<file path="src/rtl/arb_pkg.sv">
// Shared arbitration helpers: index width, round-robin pick function and pick result type.
// Intended for reuse by the round-robin and future fixed-priority arbiters.
package arb_pkg;

  localparam int unsigned ARB_MAX_REQ   = 32;
  localparam int unsigned ARB_MAX_IDX_W = 5;
  localparam int unsigned ARB_NUM_REQ   = 4;
  localparam int unsigned ARB_IDX_W     = $clog2(ARB_NUM_REQ);

  typedef logic [ARB_IDX_W-1:0] arb_idx_t;

  typedef struct packed {
    logic                     found;
    logic [ARB_MAX_IDX_W-1:0] idx;
  } arb_pick_t;

  function automatic int unsigned arb_idx_w(input int unsigned n);
    return (n > 1) ? $clog2(n) : 1;
  endfunction

  // Scan ptr, ptr+1, ... modulo n (n must be a power of two, <= ARB_MAX_REQ).
  function automatic arb_pick_t rr_pick(input logic [ARB_MAX_REQ-1:0] valid,
                                        input int unsigned           ptr,
                                        input int unsigned           n);
    arb_pick_t   r;
    int unsigned j;
    r = '0;
    for (int unsigned k = 0; k < ARB_MAX_REQ; k++) begin
      j = (ptr + k) & (n - 1);
      if ((k < n) && !r.found && valid[j[ARB_MAX_IDX_W-1:0]]) begin
        r.found = 1'b1;
        r.idx   = j[ARB_MAX_IDX_W-1:0];
      end
    end
    return r;
  endfunction

endpackage

</file>
<file path="src/rtl/rr_mux_arbiter_mux.sv">
// One-bit MUX_WIDTH:1 multiplexer cell. With a non-zero GATE_DELAY it is built as a
// log2(MUX_WIDTH)-deep tree of 2:1 stages; a zero-delay build uses a flat index.
module Mux #(
  parameter  int unsigned MUX_WIDTH  = 4,
  parameter  int unsigned GATE_DELAY = 50,
  localparam int unsigned SEL_W      = $clog2(MUX_WIDTH)
) (
  input  logic [MUX_WIDTH-1:0] i_data,
  input  logic [SEL_W-1:0]     i_sel,
  output logic                 o_y
);

  genvar gi, gj;

  generate
    if (GATE_DELAY > 0) begin : g_tree
      // Level gi halves the candidate set using select bit gi (LSB first).
      for (gi = 0; gi < SEL_W; gi++) begin : g_lvl
        localparam int unsigned N = MUX_WIDTH >> (gi + 1);
        logic [N-1:0] w_v;
        for (gj = 0; gj < N; gj++) begin : g_n
          if (gi == 0) begin : g_leaf
            assign w_v[gj] = i_sel[gi] ? i_data[2*gj+1] : i_data[2*gj];
          end else begin : g_inner
            assign w_v[gj] = i_sel[gi] ? g_lvl[gi-1].w_v[2*gj+1] : g_lvl[gi-1].w_v[2*gj];
          end
        end
      end
      assign o_y = g_lvl[SEL_W-1].w_v[0];
    end else begin : g_flat
      assign o_y = i_data[i_sel];
    end
  endgenerate

endmodule

</file>
<file path="src/rtl/rr_mux_arbiter.sv">
// Round-robin arbiter steering NUM_REQ valid/ready requesters onto one registered output.
// Optional grant counter port perf_grants is enabled by defining ARB_PERF_CNT_EN.
module rr_mux_arbiter
  import arb_pkg::*;
#(
  parameter  int unsigned NUM_REQ    = 4,
  parameter  int unsigned DATA_WIDTH = 32,
  parameter  int unsigned GATE_DELAY = 50,
  localparam int unsigned IDX_W      = arb_idx_w(NUM_REQ)
) (
  input  logic                          clk,
  input  logic                          reset,
  input  logic [NUM_REQ-1:0]            req_valid,
  input  logic [NUM_REQ*DATA_WIDTH-1:0] req_data,
  output logic [NUM_REQ-1:0]            req_ready,
  output logic                          out_valid,
  output logic [DATA_WIDTH-1:0]         out_data,
  output logic [IDX_W-1:0]              out_src,
  input  logic                          out_ready
`ifdef ARB_PERF_CNT_EN
  ,
  output logic [31:0]                   perf_grants
`endif
);

  logic                  r_out_valid;
  logic [DATA_WIDTH-1:0] r_out_data;
  logic [IDX_W-1:0]      r_out_src;
  logic [IDX_W-1:0]      r_ptr;

  logic                  w_can_load;
  logic                  w_grant;
  arb_pick_t             w_pick;
  logic [IDX_W-1:0]      w_win;
  logic [DATA_WIDTH-1:0] w_mux_out;
  logic [NUM_REQ-1:0]    w_col [DATA_WIDTH];
  logic                  w_unused_idx;

  always_comb begin
    w_can_load = !r_out_valid | out_ready;
    w_pick     = rr_pick(ARB_MAX_REQ'(req_valid), 32'(r_ptr), NUM_REQ);
    w_win      = w_pick.idx[IDX_W-1:0];
    w_grant    = w_can_load & w_pick.found & !reset;
    req_ready  = '0;
    if (w_grant) begin
      req_ready[w_win] = 1'b1;
    end
  end

  assign w_unused_idx = ^w_pick.idx;

  // Bit-sliced data path: cell gi sees bit gi of every requester's payload.
  genvar gi, gj;
  generate
    for (gi = 0; gi < DATA_WIDTH; gi++) begin : g_bit
      for (gj = 0; gj < NUM_REQ; gj++) begin : g_req
        assign w_col[gi][gj] = req_data[gj*DATA_WIDTH + gi];
      end
      Mux #(
        .MUX_WIDTH  (NUM_REQ),
        .GATE_DELAY (GATE_DELAY)
      ) u_mux (
        .i_data (w_col[gi]),
        .i_sel  (w_win),
        .o_y    (w_mux_out[gi])
      );
    end
  endgenerate

`ifdef ARB_PERF_CNT_EN
  logic [31:0] r_perf_grants;
  assign perf_grants = r_perf_grants;
`endif

  always_ff @(posedge clk) begin
    if (reset) begin
      r_out_valid <= 1'b0;
      r_out_data  <= '0;
      r_out_src   <= '0;
      r_ptr       <= '0;
`ifdef ARB_PERF_CNT_EN
      r_perf_grants <= '0;
`endif
    end else if (w_grant) begin
      // Load has priority over a simultaneous drain, keeping out_valid high.
      r_out_valid <= 1'b1;
      r_out_data  <= w_mux_out;
      r_out_src   <= w_win;
      r_ptr       <= w_win + 1'b1;
`ifdef ARB_PERF_CNT_EN
      r_perf_grants <= r_perf_grants + 32'd1;
`endif
    end else if (out_ready) begin
      r_out_valid <= 1'b0;
    end
  end

  assign out_valid = r_out_valid;
  assign out_data  = r_out_data;
  assign out_src   = r_out_src;

endmodule

</file>
<file path="config.mk">
export PLATFORM = sky130hd
export DESIGN_NAME = rr_mux_arbiter
export DESIGN_NICKNAME = d
export VERILOG_FILES = /design/src/rtl/arb_pkg.sv /design/src/rtl/rr_mux_arbiter_mux.sv /design/src/rtl/rr_mux_arbiter.sv
export SDC_FILE = /design/constraint.sdc
export NUM_CORES = 1
export LEC_CHECK = 0
export BUFFER_PORTS_ARGS = -buffer_cell sky130_fd_sc_hd__buf_2
export CORE_ASPECT_RATIO = 0.5
export CORE_MARGIN = 10
export CORE_UTILIZATION = 30
export CTS_CLUSTER_DIAMETER = 120
export DETAILED_ROUTE_END_ITERATION = 16
export RECOVER_POWER = 25
export SYNTH_ARGS = -nofsm -noshare
export SYNTH_HDL_FRONTEND = slang
export SYNTH_SLANG_ARGS = --single-unit
</file>
<file path="constraint.sdc">
create_clock -name clk -period 2.34 [get_ports clk]
set_clock_uncertainty 0.1 [all_clocks]
set_input_delay 0.468 -clock clk [delete_from_list [all_inputs] [get_ports clk]]
set_output_delay 0.468 -clock clk [all_outputs]
set_load 0.1 [all_outputs]
</file>
==> out/results.ini <==
[synthesis]
yosys.cell_types.count = 36
syn-cell-area_sq_um = 2574
synth_top_flop_cell = dfxtp_1
synth.yosys.warnings = 0
post_synth_inst_count = 288
async_reset_ff_frac = 0
synth_edf_count = 0
synthesized_net_count = 423
flops_latches_synth = 37
synth.yosys.seq_area_share = 0.2878
syn-mean-instance-area_sq_um = 8.937

[grt]
grt_pass1_vias = 3071
grt_pass1_wl_um = 15610
global_route.usage.total = 0.1474
number_of_antenna_violations_at_the_first_check_in_global_routing = 0
grt_start_max_net_pins = 30
grt-ovfl-total = 0

[detailed_routing]
first_pass_iters = 4
drt-vias-per-instance = 4.958
drc_violation_count_after_routing = 0
detailroute.via_count = 2816
drt_iter0_drc = 105
totalWireLength_um = 10060
detail_route.wl_per_cell_um = 17.70
ant_nets = 0

[clocking]
holdBufCountCts = 0
clk_transition_reported_paths_ps = 60
tritoncts = built
clk_path_buf_depth = 2
clkLatencyLatePin_ps = 280
clock_sinks = 37
post_cts_resize_count = 0
cts-htree-levels = 2
number_of_clock_buffers_inserted_by_tritoncts = 5
cts.root.buffer_cell = clkbuf_16
post_cts_setup_buffer_count = 0

[worst_setup_path]
criticalPathCategory = reg -> out
critPathBufInv = 1
timing.critical_path.to_type = output pin
cp_slowest_cell = dfxtp_2
crit_path_max_fanout = 7
startpoint_type = register
kind_of_cell_adding_the_most_delay_to_the_critical_path = flip-flops
cp.arrival_ps = 1690
timing.critical_path.required_ps = 1770
critical_path.max_stage_delay_ps = 400
crit_path_cell_trace = mux2i_2 -> o22a_1 -> nand2_2 -> nor2_4 -> buf_12

[job]
total_of_max_cap_violations = 0

[placed_design]
post-place-ws_ps = 150.2
place_area_sq_um = 3617
place.detailed.hpwl_um = 7891
place.port_buffers = 173
place.gp.congestion = 0.7611

[sta]
worst-slew-pin-transition_ps = 1241
timing.final.ws_setup_ps = 83.64
period_minus_slack_ps = 2256
min_period_over_period = 0.9643
clock.fmax_mhz = 443.2
setup-violations-final = 0
timing.max_slew.rel_slack = 0.1762
timing.final.max_slew_violations = 0
timing_hold_violations_final = 0
hold-worst-slack_ps = 358.4
setup_total_negative_slack_ps = 0

[finish]
antenna_cells_inserted = 0
num-nets-final = 590
final_core_util = 0.4577
layout.cells.most_common_list = 153 x buf_2, 36 x mux2i_1, 35 x dfxtp_1
fill_cells = 837
area.growth.synth_to_final_pct = 45.36
post_route_cells_drive_above_1_share = 0.4912
final_area_sq_um = 3741
final_common_cell = buf_2

[hold_path]
worst_hold_path_type = reg -> reg

[floorplanning]
floorplan.initialDensity = 0.3149
core_rows = 23
die_w_um = 151.0
full_die_area_sq_um = 12910
fp.coreArea_sq_um = 8173
die_height_um = 85.50
count_of_boundary_i_o_pins = 174

[power_and_ir_drop]
ir_worst_vdd_v = 0.0003204
power_density_over_the_cells_nw_per_um2 = 803.9
static-leakage-power_nw = 1.826

[run_status]
outcome = finished, final reports clean

## report_power, final
group | switching, mW | internal, mW | total, mW | leakage, nW
sequential | 0.0530 | 0.731 | 0.784 | 0.307
combinational | 1.16 | 0.405 | 1.56 | 1.45
clock | 0.267 | 0.391 | 0.658 | 0.0706
total | 1.48 | 1.53 | 3.01 | 1.83
## routing by layer
metal  track usage  routed length [um]  vias to the layer above
met5             0                   0                        -
met4       0.03215                 159                        0
met3       0.03302                 486                       12
met2        0.2867                5469                       64
met1        0.1589                3941                     1350
li1              -                   -                     1390
## flip-flops by register name, indices dropped and copies added (netlist names)
name / count
out_valid: 1
out_src: 2
r_ptr: 2
out_data: 32
## layout make-up
class                      instances  area (sq um)  area share
tap                              112         140.1     0.03746
sequential                        37         743.2      0.1987
clock inverter                     2         10.01    0.002676
clock buffer                       6         128.9     0.03445
multi-input combinational        223          1695      0.4532
timing repair buffer             186          1016      0.2716
inverter                           2         7.507    0.002007
## worst register-to-register path, stage by stage (launching register included)
cell and delay (ps):
dfxtp_2 360, mux2i_2 170, o22a_1 230, nand2_2 220, buf_4 330, mux2i_1 280, o211ai_2 90
## final timing paths
kind	start	end	slack, ps	depth (start not counted)
worst min register to register	out_data[8]$_SDFFE_PP0P_	out_data[8]$_SDFFE_PP0P_	360	2
worst max-delay path	r_ptr[1]$_SDFFE_PP0P_	req_ready[3]	80	5
worst max register to register	r_ptr[1]$_SDFFE_PP0P_	out_data[11]$_SDFFE_PP0P_	430	6
worst min-delay path	out_data[8]$_SDFFE_PP0P_	out_data[8]$_SDFFE_PP0P_	360	2
## Yosys cell counts (2+ instances only)
library cell	count	area, sq um
nand3b_1	4	30.03
nor2_1	6	22.52
o221ai_1	4	35.03
dfxtp_1	37	740.7
a21oi_1	4	20.02
clkbuf_2	2	10.01
o21ai_0	28	140.1
inv_1	2	7.510
buf_6	7	78.83
clkbuf_1	2	7.510
buf_2	13	65.06
nand2b_1	4	25.02
nand2_2	2	12.51
buf_4	2	15.01
mux2i_1	37	370.4
o211ai_2	27	337.8
nor2_4	2	22.52
a21o_1	28	210.2
nand2_1	33	123.9
nand3_1	28	140.1
## kinds of logic (layout without fill, tap and decap cells)
logic type | Yosys count | after routing | share of synthesized area
compound gates | 99 | 99 | 0.3204
xor+xnor | 1 | 1 | 0.003404
buf+inv | 28 | 196 | 0.07146
flops | 37 | 37 | 0.2878
mux | 37 | 37 | 0.1439
simple gates | 86 | 86 | 0.1731
## stage by stage
stage,std cells,power (mW)
final,568,3.007
after global routing,568,3.156
after detailed placement,560,2.378
after global placement,560,2.368
after floorplan,288,2.035
after CTS,568,3.049
Power figures use the tool's default switching activity.
